$ cat src/rtl/id_ex_stage_pkg.sv
// Shared definitions for the ID/EX pipeline register: control-bundle field
// indices, register-index type and the hard-wired zero register.
package id_ex_stage_pkg;

    localparam int CTRL_W_DEF    = 16;
    localparam int CTRL_LOAD_BIT = 0;

    typedef logic [4:0] reg_idx_t;

    localparam reg_idx_t ZERO_REG = 5'd0;

    // A write to x0 never produces a value, so it never matches a reader.
    function automatic logic idx_match(reg_idx_t a, reg_idx_t b);
        return (a != ZERO_REG) && (a == b);
    endfunction

endpackage

$ cat src/rtl/id_ex_stage_operand_bypass.sv
// Single-operand source select: register-file data, writeback data when the
// writeback port targets the same source, or zero for x0.
module operand_bypass
    import id_ex_stage_pkg::*;
#(
    parameter bit BYPASS_ON = 1'b0
) (
    input  logic [4:0]  i_rs,
    input  logic [31:0] i_rd_data,
    input  logic        i_we,
    input  logic [4:0]  i_wa,
    input  logic [31:0] i_wd,
    output logic [31:0] o_op
);

    always_comb begin
        o_op = i_rd_data;
        if (i_rs == ZERO_REG) begin
            o_op = '0;
        end else if (BYPASS_ON && i_we && idx_match(i_wa, i_rs)) begin
            o_op = i_wd;
        end
    end

endmodule

$ cat src/rtl/id_ex_stage.sv
// ID/EX pipeline register with load-use hazard detection, flush/stall control
// and bubble counting. Define WB_BYPASS_EN to forward the writeback port.
module id_ex_stage
    import id_ex_stage_pkg::*;
#(
    parameter int CTRL_W   = CTRL_W_DEF,
    parameter int LOAD_BIT = CTRL_LOAD_BIT
) (
    input  logic              clk,
    input  logic              rst,
    input  logic              id_valid,
    input  logic [31:0]       id_pc,
    input  logic [31:0]       id_imm,
    input  logic [CTRL_W-1:0] id_ctrl,
    input  logic [4:0]        id_rs1,
    input  logic [4:0]        id_rs2,
    input  logic [4:0]        id_rd,
    input  logic [31:0]       RD1,
    input  logic [31:0]       RD2,
    input  logic              WE3,
    input  logic [4:0]        A3,
    input  logic [31:0]       WD3,
    input  logic              stall,
    input  logic              flush,
    output logic              ex_valid,
    output logic [31:0]       ex_pc,
    output logic [31:0]       ex_imm,
    output logic [CTRL_W-1:0] ex_ctrl,
    output logic [4:0]        ex_rs1,
    output logic [4:0]        ex_rs2,
    output logic [4:0]        ex_rd,
    output logic [31:0]       ex_op1,
    output logic [31:0]       ex_op2,
    output logic              hazard,
    output logic [15:0]       bubble_cnt
);

`ifdef WB_BYPASS_EN
    localparam bit BYPASS_ON = 1'b1;
`else
    localparam bit BYPASS_ON = 1'b0;
`endif

    // Valid-only pipeline: ex_valid qualifies every EX field; the only
    // backpressure is stall, and hazard asks upstream to hold ID one cycle.
    logic              r_valid;
    logic [31:0]       r_pc;
    logic [31:0]       r_imm;
    logic [CTRL_W-1:0] r_ctrl;
    logic [4:0]        r_rs1;
    logic [4:0]        r_rs2;
    logic [4:0]        r_rd;
    logic [31:0]       r_op1;
    logic [31:0]       r_op2;
    logic [15:0]       r_bubble_cnt;

    logic              w_hazard;
    logic [31:0]       w_op1;
    logic [31:0]       w_op2;

    assign w_hazard = r_valid && r_ctrl[LOAD_BIT] && (r_rd != ZERO_REG) && id_valid
                      && ((r_rd == id_rs1) || (r_rd == id_rs2));

    operand_bypass #(.BYPASS_ON(BYPASS_ON)) u_byp_op1 (
        .i_rs      (id_rs1),
        .i_rd_data (RD1),
        .i_we      (WE3),
        .i_wa      (A3),
        .i_wd      (WD3),
        .o_op      (w_op1)
    );

    operand_bypass #(.BYPASS_ON(BYPASS_ON)) u_byp_op2 (
        .i_rs      (id_rs2),
        .i_rd_data (RD2),
        .i_we      (WE3),
        .i_wa      (A3),
        .i_wd      (WD3),
        .o_op      (w_op2)
    );

    always_ff @(posedge clk or negedge rst) begin
        if (!rst) begin
            r_valid      <= 1'b0;
            r_pc         <= '0;
            r_imm        <= '0;
            r_ctrl       <= '0;
            r_rs1        <= '0;
            r_rs2        <= '0;
            r_rd         <= '0;
            r_op1        <= '0;
            r_op2        <= '0;
            r_bubble_cnt <= '0;
        end else if (flush) begin
            r_valid <= 1'b0;
            r_ctrl  <= '0;
        end else if (stall) begin
            // A held instruction must not miss a writeback that lands while it waits.
            if (BYPASS_ON && WE3 && idx_match(A3, r_rs1)) r_op1 <= WD3;
            if (BYPASS_ON && WE3 && idx_match(A3, r_rs2)) r_op2 <= WD3;
        end else if (w_hazard) begin
            r_valid <= 1'b0;
            r_ctrl  <= '0;
            if (r_bubble_cnt != 16'hFFFF) r_bubble_cnt <= r_bubble_cnt + 16'd1;
        end else begin
            r_valid <= id_valid;
            r_pc    <= id_pc;
            r_imm   <= id_imm;
            r_ctrl  <= id_ctrl;
            r_rs1   <= id_rs1;
            r_rs2   <= id_rs2;
            r_rd    <= id_rd;
            r_op1   <= w_op1;
            r_op2   <= w_op2;
        end
    end

    assign ex_valid   = r_valid;
    assign ex_pc      = r_pc;
    assign ex_imm     = r_imm;
    assign ex_ctrl    = r_ctrl;
    assign ex_rs1     = r_rs1;
    assign ex_rs2     = r_rs2;
    assign ex_rd      = r_rd;
    assign ex_op1     = r_op1;
    assign ex_op2     = r_op2;
    assign hazard     = w_hazard;
    assign bubble_cnt = r_bubble_cnt;

endmodule

$ cat config.mk
export PLATFORM = sky130hd
export DESIGN_NAME = id_ex_stage
export DESIGN_NICKNAME = d
export VERILOG_FILES = /design/src/rtl/id_ex_stage_pkg.sv /design/src/rtl/id_ex_stage_operand_bypass.sv /design/src/rtl/id_ex_stage.sv
export SDC_FILE = /design/constraint.sdc
export NUM_CORES = 1
export LEC_CHECK = 0
export BUFFER_PORTS_ARGS = -buffer_cell sky130_fd_sc_hd__buf_4
export CORE_AREA = 4 4 144 146
export CTS_CLUSTER_SIZE = 12
export DETAILED_ROUTE_END_ITERATION = 8
export DIE_AREA = 0 0 148 150
export MAX_ROUTING_LAYER = met4
export PLACE_DENSITY = 0.68
export SLEW_MARGIN = 5
export SYNTH_ARGS = -nofsm -noshare
export SYNTH_HDL_FRONTEND = slang
export SYNTH_SLANG_ARGS = --single-unit
$ cat constraint.sdc
create_clock -name clk -period 6.2 [get_ports clk]
set_input_delay 0.31 -clock clk [delete_from_list [all_inputs] [get_ports clk]]
set_output_delay 0.31 -clock clk [all_outputs]
set_load 0.03 [all_outputs]
After elaboration in Yosys (flattened, before gate mapping)
Cells that the tools add are included.
{"block": "totals", "output_inout_bits": 177, "wordCells": 36, "register_bits": 176}
{"block": "op_classes", "addsub": 1, "muxes": 8, "bitwise": 3, "eq_ne": 4, "n_reduce_logical": 10}
{"op": "32-bit 2-to-1 mux", "n": 2}
{"op": "16-bit 2-to-1 mux", "n": 3}
{"op": "16-bit by 1-bit adder with 16-bit output (second input constant)", "n": 1}
{"op": "16-bit != test (second input constant)", "n": 1}
{"op": "5-bit == test", "n": 2}
{"op": "5-bit logical NOT", "n": 2}
{"op": "5-bit nonzero test", "n": 1}
{"op": "1-bit logical AND", "n": 4}
{"op": "4-bit AND reduction", "n": 1}
{"op": "1-bit 2-to-1 mux", "n": 3}
{"op": "1-bit inverter", "n": 3}
{"op": "3-bit AND reduction", "n": 1}
{"op": "2-bit by 1-bit != test with 1-bit output (second input constant)", "n": 1}
{"op": "1-bit logical OR", "n": 1}

Depth between registers and ports, before layout
{"block": "depth", "word_depth": 7, "mapped_depth": 8}

Hierarchy
A second synthesis with hierarchy kept.
{"block": "hier_totals", "hier_cells": 547, "area_unflattened_um2": 7860.0}
{"mod": "id_ex_stage", "area_each_um2": 7216.9, "n_inst": 1, "cells_each": 467, "seq_area_each_um2": 4404.2}
{"mod": "operand_bypass", "area_each_um2": 321.6, "n_inst": 2, "cells_each": 40, "seq_area_each_um2": 0.0}

Worst setup path before layout
OpenSTA, ideal clock, no wires.
{"block": "synth_timing", "kind": "reg2out", "startpoint": "register r_rd[0] (netlist: ex_rd[0])", "endpoint": "output port hazard", "t_arrival_ps": 1882, "path_slack_ps": 4008, "path_stages_with_launch": 6, "path_buffers": 1, "path_cell_list": "dfrtp_1 > xnor2_1 > nand3_1 > o22a_1 > nor2_1 > clkbuf_1"}
{"block": "synth_via", "elab_chain_cells": 4, "word_cells_on_any_way": 7}
{"element": "start, declared", "line_no": "id_ex_stage.sv:52", "source": "logic [4:0] r_rd;"}
{"element": "start signal, assigned", "line_no": "id_ex_stage.sv:112", "source": "r_rd <= id_rd;"}
{"element": "5-bit nonzero test", "line_no": "id_ex_stage.sv:61", "source": "assign w_hazard = r_valid && r_ctrl[LOAD_BIT] && (r_rd != ZERO_REG) && id_valid"}
{"element": "1-bit logical AND (2 in series)", "line_no": "id_ex_stage.sv:61"}
{"element": "1-bit logical AND (*)", "line_no": "id_ex_stage.sv:62", "source": "&& ((r_rd == id_rs1) || (r_rd == id_rs2));"}
{"element": "end, declared", "line_no": "id_ex_stage.sv:34", "source": "output logic hazard,"}
Every way passes the cells marked *; elsewhere a longest branch is shown, timed or not.

Final worst setup path
{"block": "layout_timing", "startpoint": "register r_rd[0] (netlist: ex_rd[0])", "endpoint": "register r_imm[11] (netlist: ex_imm[11])"}
{"block": "layout_via", "elab_chain_cells": 6, "word_cells_on_any_way": 9}
{"element": "5-bit nonzero test", "line_no": "id_ex_stage.sv:61"}
{"element": "1-bit logical AND (2 in series)", "line_no": "id_ex_stage.sv:61"}
{"element": "1-bit logical AND (*)", "line_no": "id_ex_stage.sv:62"}
{"element": "1-bit inverter (no line) (*)"}
{"element": "3-bit AND reduction (no line) (*)"}
{"element": "end signal, assigned", "line_no": "id_ex_stage.sv:108", "source": "r_imm <= id_imm;"}
{"element": "end, declared", "line_no": "id_ex_stage.sv:48", "source": "logic [31:0] r_imm;"}
Marked as above.
A chain may end at the register's enable or synchronous reset.

==> reports/qor.csv <==
stage;metric;value;unit
run_status;status;finished, violations left;
run_status;failing checks;hold timing;
critical_path;Crit. End Element;flop;
placement;Port Buffers;340;
global_route;largest net degree at the start of global routing;110;
yosys;top-count cell post-synth;dfrtp_1;
finish;Layout Nets;1086;
clocking;Sink Count;176;
sta;Setup TNS Final;0;ns
die;Vert. Die Dim;150;µm
route;Total Wirelength;21100;µm
sta;clk_skew;0.0105;ns
sta;minimum clock period;3.16;ns
sta;fin crit share;0.509;
global_route;global-route usage over all layers;0.190;
pwr;Power, Total;3.24;mW
clocking;clock latency on the worst-skew pair;0.42;ns
global_route;initial antenna violation count;0;
yosys;Post-synth top flop;dfrtp_1;
route;vias per cell;4.99;
yosys;Syn Area/Cell;12.9;µm²
route;via count;5798;
yosys;Synth Area in Adders;0.00172;
finish;sequential cell area;4400;µm²
route;DRT antenna net count;0;
finish;layout cells sized above 1;0.515;
yosys;post-synthesis compound-gate area fraction;0.103;
critical_path;crit-path max cell delay;0.94;ns
sta;Slew Limit Headroom;0.219;
worst_hold_path;worst hold path class;input pin to asynchronous set/reset pin;
finish;n_diodes;0;
yosys;Syn Nets;765;
sta;WHS;-0.00157;ns
clocking;PostCTS Resize Cnt;0;
sta;final setup vio count;0;
yosys;Synth cell types;29;
yosys;Yosys top cell by area;dfrtp_1;
job;max-cap violations;0;
pwr;Pwr Density;307;nW/µm²
die;die width;148;µm
finish;area of the multi-input gates;2580;µm²
critical_path;r2r endpoint;ex_imm[11];
critical_path;worst path cell trace;xnor2_1 > nand3_1 > o22a_1 > o21ai_4 > buf_12 > mux2_2;
critical_path;cell count along the critical path;6;
sta;Final Hold Vio Count;2;
yosys;Mapped Cells;562;
sta;Slew Viols, Final;0;
yosys;top cells by count, synth;dfrtp_1, mux2_2, nand3_1, o2bb2ai_1, nand2_1;
yosys;Warnings, synthesis;0;
yosys;mux contribution to synthesized area;0.124;
yosys;Mapped Area;7260;µm²
critical_path;kind of critical path;flop to flop;
clocking;Root Buffer;clkbuf_16;
clocking;clock buffer depth;2;
clocking;H-tree depth;4;
die;# IOs;379;
clocking;Clock transition at path regs;0.07;ns
yosys;flops & latches, synth;176;
route;DRT Pass-1 Iters;4;
critical_path;Critical Path Source Type;flop;
die;row cnt;51;
pwr;Leak;4.98;nW
critical_path;Max FO, Critical Path;104;
yosys;Synth Area in Simple Gates;0.0940;
route;routed len/inst;18.2;µm
global_route;vias in the first global route;6082;
finish;fillers;1762;
global_route;global route overflow;0;
route;violation count after the first detailed-routing iteration;129;
yosys;top cells by area, synth;dfrtp_1, mux2_2, o2bb2ai_1;
sta;Tightest Pin Transition;1.17;ns
sta;Max Clk Rate;317;MHz
critical_path;Worst Path Buf+Inv;1;
yosys;register area share after synthesis;0.607;
die;die footprint;22200;µm²
clocking;post-CTS setup buffer count;0;
die;CORE AREA;19400;µm²
critical_path;Slowest cell on crit path;o21ai_4;
global_route;first-pass GRT wire length;32500;µm
yosys;number of enable flip-flop cells after synthesis;0;
placement;Detail Placement HPWL;14600;µm
finish;P&R area growth vs syn;45.5;%
critical_path;Critical Path AT;3.46;ns
clocking;CTS buffer count;17;
yosys;largest family of logic cells by synthesized area;multiplexers;
die;initial cell density of the core;0.374;
clocking;CTS tree;built;
critical_path;cell count of the worst reg-to-reg path;6;
critical_path;R2R Setup Slk;3.04;ns
critical_path;CP required;6.50;ns
route;residual DRC count;0;
placement;gpl congestion;0.769;
critical_path;reg-to-reg startpoint;ex_rd[0];
clocking;hold buffers post-CTS;0;
pwr;Peak VDD IR;0.167;mV
yosys;Yosys top cell area share;0.607;
yosys;asr flop ratio synth;1.00;
critical_path;CP top delay family;compound AO/OA/AOI/OAI gates;
sta;RSZ-0062 raised after global routing;false;
yosys;xor/xnor share of the synthesized area;0.0302;
[final cells by class]
| type | instances | area share |
|---|---|---|
| Multi-Input combinational cell | 328 | 0.245 |
| Sequential cell | 176 | 0.417 |
| Timing Repair Buffer | 346 | 0.248 |
| Tap cell | 265 | 0.0314 |
| Inverter | 14 | 0.00498 |
| Clock inverter | 12 | 0.0109 |
| Clock buffer | 20 | 0.0433 |
[state kept, by name, indices dropped and copies added (netlist names)]
name / count
ex_rs1: 5
ex_rd: 5
ex_rs2: 5
ex_op1: 32
ex_valid: 1
ex_imm: 32
ex_op2: 32
ex_ctrl: 16
ex_pc: 32
bubble_cnt: 16
[worst max-delay path by stage]
| stage | start | to |
|---|---|---|
| 6_report | ex_rd[0] | ex_imm[11] |
| 5_1_grt | ex_rd[0] | ex_imm[9] |
| 4_1_cts | ex_rd[0] | ex_imm[5] |
| 3_5_place_dp | ex_rd[0] | ex_imm[18] |
| 3_3_place_gp | ex_rd[0] | ex_imm[28] |
| 2_1_floorplan | ex_rd[0] | hazard |
[worst reg2reg max path: stages, from the launching register on]
cell and delay (ns):
dfrtp_1 0.47, xnor2_1 0.18, nand3_1 0.11, o22a_1 0.32, o21ai_4 0.94, buf_12 0.48, mux2_2 0.54
[placed cells by master, fill, tap and decap left out, types with 14 or more instances in the layout]
cell type  netlist  routed
buf_4            0     344
dfrtp_1        176     176
mux2_2          80      80
nand3_1         72      72
o2bb2ai_1       64      64
nand2_1         27      27
xnor2_1         25      25
clkbuf_16        0      17
inv_1           14      14
o41ai_1         14      14
[metal layers]
metal  track usage  up-vias  routed length [µm]
met3        0.0584       16                1560
met1         0.231     2860                8680
met5             -        -                   0
li1              -     2695                   -
met2         0.308      227               10600
met4        0.0527        0                 299
[through the flow]
stage / instance area, µm² / worst slack (ns) / utilization / hold slack, ns / std cells
finish: 10600 / 3.04 / 0.544 / -0.00157 / 1161
global route: 10600 / 2.82 / 0.544 / 0.0690 / 1161
CTS: 10600 / 3.03 / 0.544 / 0.0643 / 1161
detailed placement: 9990 / 3.05 / 0.515 / 0.469 / 1129
global placement: 9990 / 3.07 / 0.515 / 0.460 / 1129
floorplan: 7260 / 4.01 / - / 0.0144 / 562
[cell families after synthesis]
kind of cell,after synthesis
multiplexers,80
flip-flops,176
adder cells (fa/ha/maj),1
XOR/XNOR,25
AND/OR/NAND/NOR,135
buffers and inverters,58
AO/OA/AOI/OAI,87
[power breakdown]
group | internal [mW] | leakage, nW | switching (mW) | total (mW)
clock | 0.556 | 0.278 | 0.492 | 1.05
combinational | 0.353 | 2.53 | 0.476 | 0.829
sequential | 1.28 | 2.17 | 0.0801 | 1.36
Note: power is estimated with default switching activity, not from simulation.
